$ cat src/rtl/bus_grant_arbiter_pkg.sv
// Shared definitions for the 32-source round-robin bus arbiter:
// requester count, code width and FSM state encoding.
package bus_grant_arbiter_pkg;

    localparam int N      = 32;
    localparam int CODE_W = 5;

    typedef enum logic [1:0] {
        ST_IDLE = 2'd0,
        ST_BUSY = 2'd1,
        ST_TURN = 2'd2
    } arb_state_t;

endpackage

$ cat src/rtl/bus_grant_arbiter_rr_pick.sv
// Combinational round-robin winner search: rotate requests so Ptr sits at
// bit 0, find the lowest set bit, then undo the rotation modulo 32.
module rr_pick_32
    import bus_grant_arbiter_pkg::*;
(
    input  logic [N-1:0]      Req,
    input  logic [CODE_W-1:0] Ptr,
    output logic              Any,
    output logic [CODE_W-1:0] W
);

    logic [2*N-1:0]    doubled;
    logic [N-1:0]      rotated;
    logic [CODE_W-1:0] offset;

    always_comb begin
        doubled = {Req, Req} >> Ptr;
        rotated = doubled[N-1:0];
        offset  = '0;
        // Scan downward so the lowest set bit is the last one written.
        for (int i = N - 1; i >= 0; i--) begin
            if (rotated[i]) begin
                offset = CODE_W'(i);
            end
        end
        Any = |Req;
        W   = offset + Ptr;
    end

endmodule

$ cat src/rtl/bus_grant_arbiter.sv
// Round-robin bus arbiter: registered one-hot grant with release handshake,
// optional hold timeout and a single turnaround cycle between owners.
module bus_grant_arbiter
    import bus_grant_arbiter_pkg::*;
#(
    parameter int MAX_HOLD = 16
) (
    input  logic              clock,
    input  logic              clear,
    input  logic [N-1:0]      Req,
    input  logic              Release,
    output logic [N-1:0]      Grant,
    output logic [CODE_W-1:0] Code,
    output logic              Valid,
    output logic              Timeout
);

    localparam int HOLD_BITS = $clog2(MAX_HOLD + 1);
    localparam int HOLD_W    = (HOLD_BITS > 5) ? HOLD_BITS : 5;

    arb_state_t        state, nextState;
    logic [CODE_W-1:0] ptr, nextPtr;
    logic [HOLD_W-1:0] holdCount, nextHold;
    logic [N-1:0]      nextGrant;
    logic [CODE_W-1:0] nextCode;
    logic              nextValid, nextTimeout;

    logic              pickAny;
    logic [CODE_W-1:0] pickW;
    logic              releaseHit, withdrawHit, timeoutHit;

    rr_pick_32 u_pick (
        .Req (Req),
        .Ptr (ptr),
        .Any (pickAny),
        .W   (pickW)
    );

    always_comb begin
        releaseHit  = Release;
        withdrawHit = !Req[Code];
        timeoutHit  = (MAX_HOLD != 0) && (holdCount == HOLD_W'(MAX_HOLD - 1));

        nextState   = state;
        nextPtr     = ptr;
        nextHold    = holdCount;
        nextGrant   = '0;
        nextCode    = '0;
        nextValid   = 1'b0;
        nextTimeout = 1'b0;

        case (state)
            ST_IDLE: begin
                if (pickAny) begin
                    nextGrant = {{(N-1){1'b0}}, 1'b1} << pickW;
                    nextCode  = pickW;
                    nextValid = 1'b1;
                    nextPtr   = pickW + CODE_W'(1);
                    nextHold  = '0;
                    nextState = ST_BUSY;
                end
            end
            ST_BUSY: begin
                if (releaseHit || withdrawHit || timeoutHit) begin
                    // Timeout is reported only when it is the sole reason for leaving.
                    nextTimeout = timeoutHit && !releaseHit && !withdrawHit;
                    nextState   = ST_TURN;
                end else begin
                    nextGrant = Grant;
                    nextCode  = Code;
                    nextValid = 1'b1;
                end
                nextHold = (holdCount == '1) ? holdCount : holdCount + HOLD_W'(1);
            end
            ST_TURN: begin
                nextState = ST_IDLE;
            end
            default: begin
                nextState = ST_IDLE;
            end
        endcase
    end

    always_ff @(posedge clock) begin
        if (clear) begin
            state     <= ST_IDLE;
            ptr       <= '0;
            holdCount <= '0;
            Grant     <= '0;
            Code      <= '0;
            Valid     <= 1'b0;
            Timeout   <= 1'b0;
        end else begin
            state     <= nextState;
            ptr       <= nextPtr;
            holdCount <= nextHold;
            Grant     <= nextGrant;
            Code      <= nextCode;
            Valid     <= nextValid;
            Timeout   <= nextTimeout;
        end
    end

endmodule

$ cat config.mk
export PLATFORM = sky130hd
export DESIGN_NAME = bus_grant_arbiter
export DESIGN_NICKNAME = d
export VERILOG_FILES = /design/src/rtl/bus_grant_arbiter_pkg.sv /design/src/rtl/bus_grant_arbiter_rr_pick.sv /design/src/rtl/bus_grant_arbiter.sv
export SDC_FILE = /design/constraint.sdc
export NUM_CORES = 1
export LEC_CHECK = 0
export CORE_MARGIN = 2
export CORE_UTILIZATION = 55
export CTS_BUF_LIST = sky130_fd_sc_hd__clkbuf_4
export DETAILED_ROUTE_END_ITERATION = 16
export HOLD_SLACK_MARGIN = 0.1
export PLACE_DENSITY = 0.79
export SLEW_MARGIN = 20
export SYNTH_ARGS = -nofsm -noshare
export SYNTH_HDL_FRONTEND = slang
export SYNTH_SLANG_ARGS = --single-unit
$ cat constraint.sdc
create_clock -name clock -period 10.3 [get_ports clock]
set_clock_uncertainty 0.15 [all_clocks]
set_input_delay 2.06 -clock clock [delete_from_list [all_inputs] [get_ports clock]]
set_output_delay 2.06 -clock clock [all_outputs]
set_load 0.1 [all_outputs]
* Word level (Yosys, flattened, before mapping)
Index checks and enable logic that the tools add are counted.
** Storage, ports and cells
- Register bits :: 51
- Memories kept :: 0
- Bits in writable memories :: 0
- ROM bits :: 0
- Bits in latches :: 0
- Bits of input ports :: 35
- Logic and storage cells :: 83
** Operators by class
- Multiplexer cells :: 49
- Reduce and logical (&&, ||, !) cells :: 13
- Magnitude comparators :: 1
- Bitwise gates (word level) :: 2
- Shift operators :: 2
- Eq/ne operators :: 6
- Multipliers :: 0
- $add $sub $neg :: 3
- Divide/modulo/power cells :: 0
** Operators with widths (count)
- two-way mux 5 bit :: 36
- two-way mux 32 bit :: 2
- one-hot mux 32 bit (2 select lines) :: 1
- right shift 64 x 5 -> 32 bit :: 1
- OR reduction 32 bit :: 1
- left shift 1 x 5 -> 32 bit, first input constant :: 1
- one-hot mux 5 bit (2 select lines) :: 2
- adder 5 x 1 -> 5 bit, second input constant :: 2
- < comparator 5 x 6 -> 1 bit, second input constant :: 1
- inequality test 2 bit, second input constant :: 3
- adder 5 bit :: 1
- binary-select mux 1 bit (select 5 bit) :: 1
- equality test 5 x 4 -> 1 bit, second input constant :: 1
- equality test 5 bit, second input constant :: 1
- two-way mux 2 bit :: 2
- one-hot mux 2 bit (2 select lines) :: 1
- AND reduction 2 bit :: 2
- two-way mux 1 bit :: 3
- AND reduction 3 bit :: 1
- OR reduction 3 bit :: 1
- equality test 2 x 1 -> 1 bit, second input constant :: 1
- logical AND 1 bit :: 2
- logical NOT 1 bit :: 2
- logical NOT 2 bit :: 1
- other kinds (4) :: 6

* Depth between registers and ports, before layout
- Word-level depth :: 37
- Gate-level depth with buffers :: 23
- Mapped depth without buffers :: 18

* Hierarchy
A second synthesis with hierarchy kept.
** Second synthesis, totals
- Cells, all modules :: 685
- Area, all modules :: 6817.8 um^2
** Modules (own cells, without submodules)
- rr_pick_32 :: seq. area each 0.0 um^2, area an instance 3917.5 um^2, cells each 365, instances 1
- bus_grant_arbiter :: seq. area each 1021.0 um^2, area an instance 2900.3 um^2, cells each 320, instances 1

* Worst setup path before layout
Ideal clock, no wire load.
- Path type :: input to register
- From :: in Req[10]
- To :: reg Grant[24]
- Stages on the path :: 18
- Slack :: 4015 ps
- Setup time :: 119 ps
- Path buffers :: 1
- Arrival :: 6016 ps
- Required time :: 10031 ps
- Cells stage by stage :: mux4_1 mux4_2 a211o_1 a21oi_1 o221a_2 o31ai_1 a31o_2 a21oi_1 ha_1 inv_1 fa_1 inv_1 a21o_1 a21oi_1 xnor2_1 xor2_2 buf_6 a32o_1
** Between the ends
- Word-level cells in the longest chain between the ends :: 37
** RTL lines
- from (decl) :: line bus_grant_arbiter.sv:10 : input logic [N-1:0] Req,
- right shift 64 x 5 -> 32 bit :: line bus_grant_arbiter_rr_pick.sv:17 : doubled = {Req, Req} >> Ptr;
- two-way mux 5 bit (32 in series) :: line bus_grant_arbiter_rr_pick.sv:22 : if (rotated[i]) begin
- adder 5 bit :: line bus_grant_arbiter_rr_pick.sv:27 : W = offset + Ptr;
- left shift 1 x 5 -> 32 bit :: line bus_grant_arbiter.sv:55 : nextGrant = {{(N-1){1'b0}}, 1'b1} << pickW;
- two-way mux 32 bit :: line bus_grant_arbiter.sv:54 : if (pickAny) begin
- one-hot mux 32 bit (2 select lines) :: line bus_grant_arbiter.sv:52 : case (state)
- to (signal assigned) :: line bus_grant_arbiter.sv:97 : Grant <= nextGrant;
- to (decl) :: line bus_grant_arbiter.sv:12 : output logic [N-1:0] Grant,
Several ways; a longest one is shown, not always the timed one. The select of a mux whose other input is x is not followed.
A chain may end at the register's enable or synchronous reset.

* Worst setup path in the final report
- From :: in Req[6]
- To :: reg Grant[30]
Same word-level chain as after synthesis.

==> qor.yml <==
yosysUniqueCellTypes: 72
cts.sink_count: 51
io-pin-count: 74
leading_cell_type_in_the_layout_fill_and_taps_excluded: "sky130_fd_sc_hd__clkdlybuf4s50_1"
num_antenna_cells: 0
wl_um: 18000
syn2layout_area_growth_pct: 12.0
placement.io_buffers: 73
synthesis.area_per_instance_um2: 10.1
routed_wire_length_per_instance_um: 23.6
synth_seq_area_share_pct: 16.9
routed-via-count: 5642
yosys_warnings: 0
worstPathCellList: "clkdlybuf4s50_1 -> mux4_1 -> mux4_2 -> a211o_1 -> a21oi_1 -> o221a_2 -> o31ai_1 -> a31o_2 -> a21oi_1 -> ha_1 -> inv_1 -> fa_1 -> inv_1 -> a21o_1 -> a21oi_1 -> xnor2_1 -> xor2_2 -> a32o_1"
die-width_um: 109
synth_edf_count: 0
first_global_vias: 5351
post_synth_inst_count: 599
worst-endpoint-arrival_ps: 7460
timing_hold_violations_final: 0
power.static_leakage_uw: 0.00235
critPathMaxFanout: 16
postLayoutCoreUtil_pct: 62.8
power.sequential.fraction_pct: 13.9
vias_per_cell: 7.39
swShare_pct: 53.5
grt_setup_unrepaired: "no"
worstSkewPairLatency_ps: 360
power.density_cell_area_nw_per_um2: 303
dpl.hpwl_um: 13200
commonest_register_cell_after_synthesis: "sky130_fd_sc_hd__dfxtp_1"
cap_violations: 0
minimum_setup_slack_among_reg_to_reg_paths_ps: 3760
drt_first_pass_iters: 5
synth.ff_latch_count: 51
synthesis.nets: 647
cp.buffers_inverters: 3
layout_common_cells: "sky130_fd_sc_hd__clkdlybuf4s50_1, sky130_fd_sc_hd__mux4_2, sky130_fd_sc_hd__dfxtp_1"
async_reset_ff_share_pct: 0
worst_slew_margin_rel_pct: 29.2
chipHeight_um: 109
layout-drive-gt1-share_pct: 19.6
post_cts_buffers: 0
netSwitchingPower_uw: 1100
tightest_slew_ps: 1060
clkPwrFrac_pct: 5.4
status: "completed"
report.final.setup_viol: 0
grt_antenna_before_repair: 0
cell_area_after_technology_mapping_um2: 6050
cts-root-buf: "sky130_fd_sc_hd__clkbuf_4"
num-nets-final: 671
cts-hold-fix-buffers: 0
min-delay-path-class: "register to register"
post_drt_antenna_nets: 0
reg_clk_slew_reported_paths_ps: 130
cts_tree: "yes"
ctsHtreeMaxLevel: 2
std_cell_rows: 38
wire_length_of_the_first_global_routing_pass_um: 28600
critical_path.slowest_cell: "sky130_fd_sc_hd__xor2_2"
grtUsageTotal_pct: 31.0
critPathKind: "input pin to register"
synth.top_cells.by_area: "sky130_fd_sc_hd__mux4_2, sky130_fd_sc_hd__dfxtp_1, sky130_fd_sc_hd__mux2i_1"
worst_setup_path_end_kind: "register"
grt_overflow_total: 0
critical_path.top_delay_family: "compound AO/OA/AOI/OAI gates"
synth_top_area_cell: "sky130_fd_sc_hd__mux4_2"
drt_iter0_markers: 635
cp_slowest_stage_delay_ps: 660
grt_start_max_net_pins: 57
critPathLaunchType: "input pin"
slew_viol_final: 0
critPathMostFrequentCell: "sky130_fd_sc_hd__a21oi_1"
cts-buffers-inserted: 5
timing.critical_path.required_ps: 10450
cts_buffer_depth: 2
fmax_mhz: 137
cts_resized: 0
gp_congestion: 1.01
start_util_pct: 56.1
intPower_uw: 955
ir_drop_mv: 0.247
fp.coreArea_um2: 10800
floorplan.die_area_um2: 11900
drt_drc_violations_left: 0
total_negative_setup_slack_ps: 0
synth.top_cell.area_share_pct: 25.7
comb_power_share_pct: 80.7
fin_crit_ps: 7310
final.period_utilization_pct: 70.9
==> layout make-up <==
cell class                      count  area (um^2)
Multi-Input combinational cell    473         4680
Fill cell                         834         4010
Sequential cell                    51         1020
Timing Repair Buffer               78          768
Tap cell                          140          175
Inverter                           14         52.6
Clock buffer                        5         37.5
Clock inverter                      2         37.5
==> state kept, by name, indices dropped and copies added (netlist names) <==
name,count
Grant,32
Code,5
holdCount,5
ptr,5
state,2
Timeout,1
Valid,1
==> layer usage <==
metal | GRT usage [%] | wire length [um] | up-vias | part of all wire (%)
met3 | 5.02 | 2010 | 38 | 11
met5 | 0 | 0 | - | 0
met2 | 48.6 | 8370 | 378 | 47
met4 | 8.61 | 460 | 0 | 2.6
li1 | - | - | 2467 | -
met1 | 44.3 | 7140 | 2759 | 40
==> tightest hold or removal path, delay by kind of cell, from the launching register on <==
| family | cells | cell delay (ps) |
|---|---|---|
| flip-flops | 1 | 330 |
| AND/OR/NAND/NOR | 1 | 50 |
| AO/OA/AOI/OAI | 1 | 50 |
==> cell usage after synthesis, types with 4 or more instances <==
| library cell | instances |
|---|---|
| sky130_fd_sc_hd__o21ai_1 | 5 |
| sky130_fd_sc_hd__inv_1 | 11 |
| sky130_fd_sc_hd__nor2_1 | 44 |
| sky130_fd_sc_hd__mux2_2 | 20 |
| sky130_fd_sc_hd__nor3b_1 | 10 |
| sky130_fd_sc_hd__buf_1 | 6 |
| sky130_fd_sc_hd__dfxtp_1 | 51 |
| sky130_fd_sc_hd__o22ai_1 | 8 |
| sky130_fd_sc_hd__and2_1 | 14 |
| sky130_fd_sc_hd__clkbuf_1 | 31 |
| sky130_fd_sc_hd__a21oi_1 | 12 |
| sky130_fd_sc_hd__a221o_1 | 5 |
| sky130_fd_sc_hd__a22o_1 | 18 |
| sky130_fd_sc_hd__buf_2 | 13 |
| sky130_fd_sc_hd__mux4_2 | 69 |
| sky130_fd_sc_hd__o211ai_1 | 6 |
| sky130_fd_sc_hd__mux2i_1 | 46 |
| sky130_fd_sc_hd__buf_6 | 8 |
| sky130_fd_sc_hd__nand2_1 | 28 |
| sky130_fd_sc_hd__and3b_1 | 4 |
| sky130_fd_sc_hd__nor4_1 | 9 |
| sky130_fd_sc_hd__nor2b_1 | 8 |
| sky130_fd_sc_hd__and3_1 | 5 |
| sky130_fd_sc_hd__nor3_1 | 10 |
| sky130_fd_sc_hd__a32oi_1 | 5 |
| sky130_fd_sc_hd__nand2b_1 | 8 |
| sky130_fd_sc_hd__a32o_1 | 17 |
| sky130_fd_sc_hd__nand3_1 | 10 |
| sky130_fd_sc_hd__a221oi_1 | 6 |
| sky130_fd_sc_hd__ha_1 | 12 |
| sky130_fd_sc_hd__a22oi_1 | 15 |
| sky130_fd_sc_hd__o21ai_0 | 15 |
| sky130_fd_sc_hd__a211oi_1 | 4 |
==> power by group through the flow <==
stage	Sequential (uW)	Combinational, uW	Clock, uW
2_1_floorplan	395	1170	0
3_3_place_gp	288	1580	0
3_5_place_dp	288	1610	0
4_1_cts	284	1620	113
5_1_grt	290	1770	121
6_report	285	1660	111
==> cells by family (layout without fill, tap and decap cells) <==
family / after synthesis / after routing / share of synthesized area, %
buffers and inverters: 75 / 99 / 6.10
adder cells (fa/ha/maj): 13 / 13 / 2.81
XOR/XNOR: 9 / 9 / 1.80
flip-flops: 51 / 51 / 16.9
multiplexers: 141 / 141 / 38.9
AO/OA/AOI/OAI: 146 / 146 / 19.0
AND/OR/NAND/NOR: 164 / 164 / 14.6
==> through the flow <==
| stage | hold WS, ps | power, uW | cell area [um^2] | setup slack [ps] | instances |
|---|---|---|---|---|---|
| 3_3_place_gp | 288 | 1870 | 6690 | 2820 | 756 |
| 3_5_place_dp | 291 | 1900 | 6690 | 2520 | 756 |
| 6_report | 305 | 2050 | 6780 | 2990 | 763 |
| 2_1_floorplan | 366 | 1560 | 6050 | 4010 | 599 |
| 5_1_grt | 348 | 2180 | 6780 | 2820 | 763 |
| 4_1_cts | 309 | 2010 | 6770 | 2880 | 763 |
==> worst paths after layout <==
path                   from         to  cells past startpoint
setup / recovery     Req[6]  Grant[30]                     18
hold / removal    Grant[19]  Grant[19]                      2
setup reg to reg     ptr[2]  Grant[30]                     18
hold reg to reg   Grant[19]  Grant[19]                      2
(Power assumes the default switching activity.)
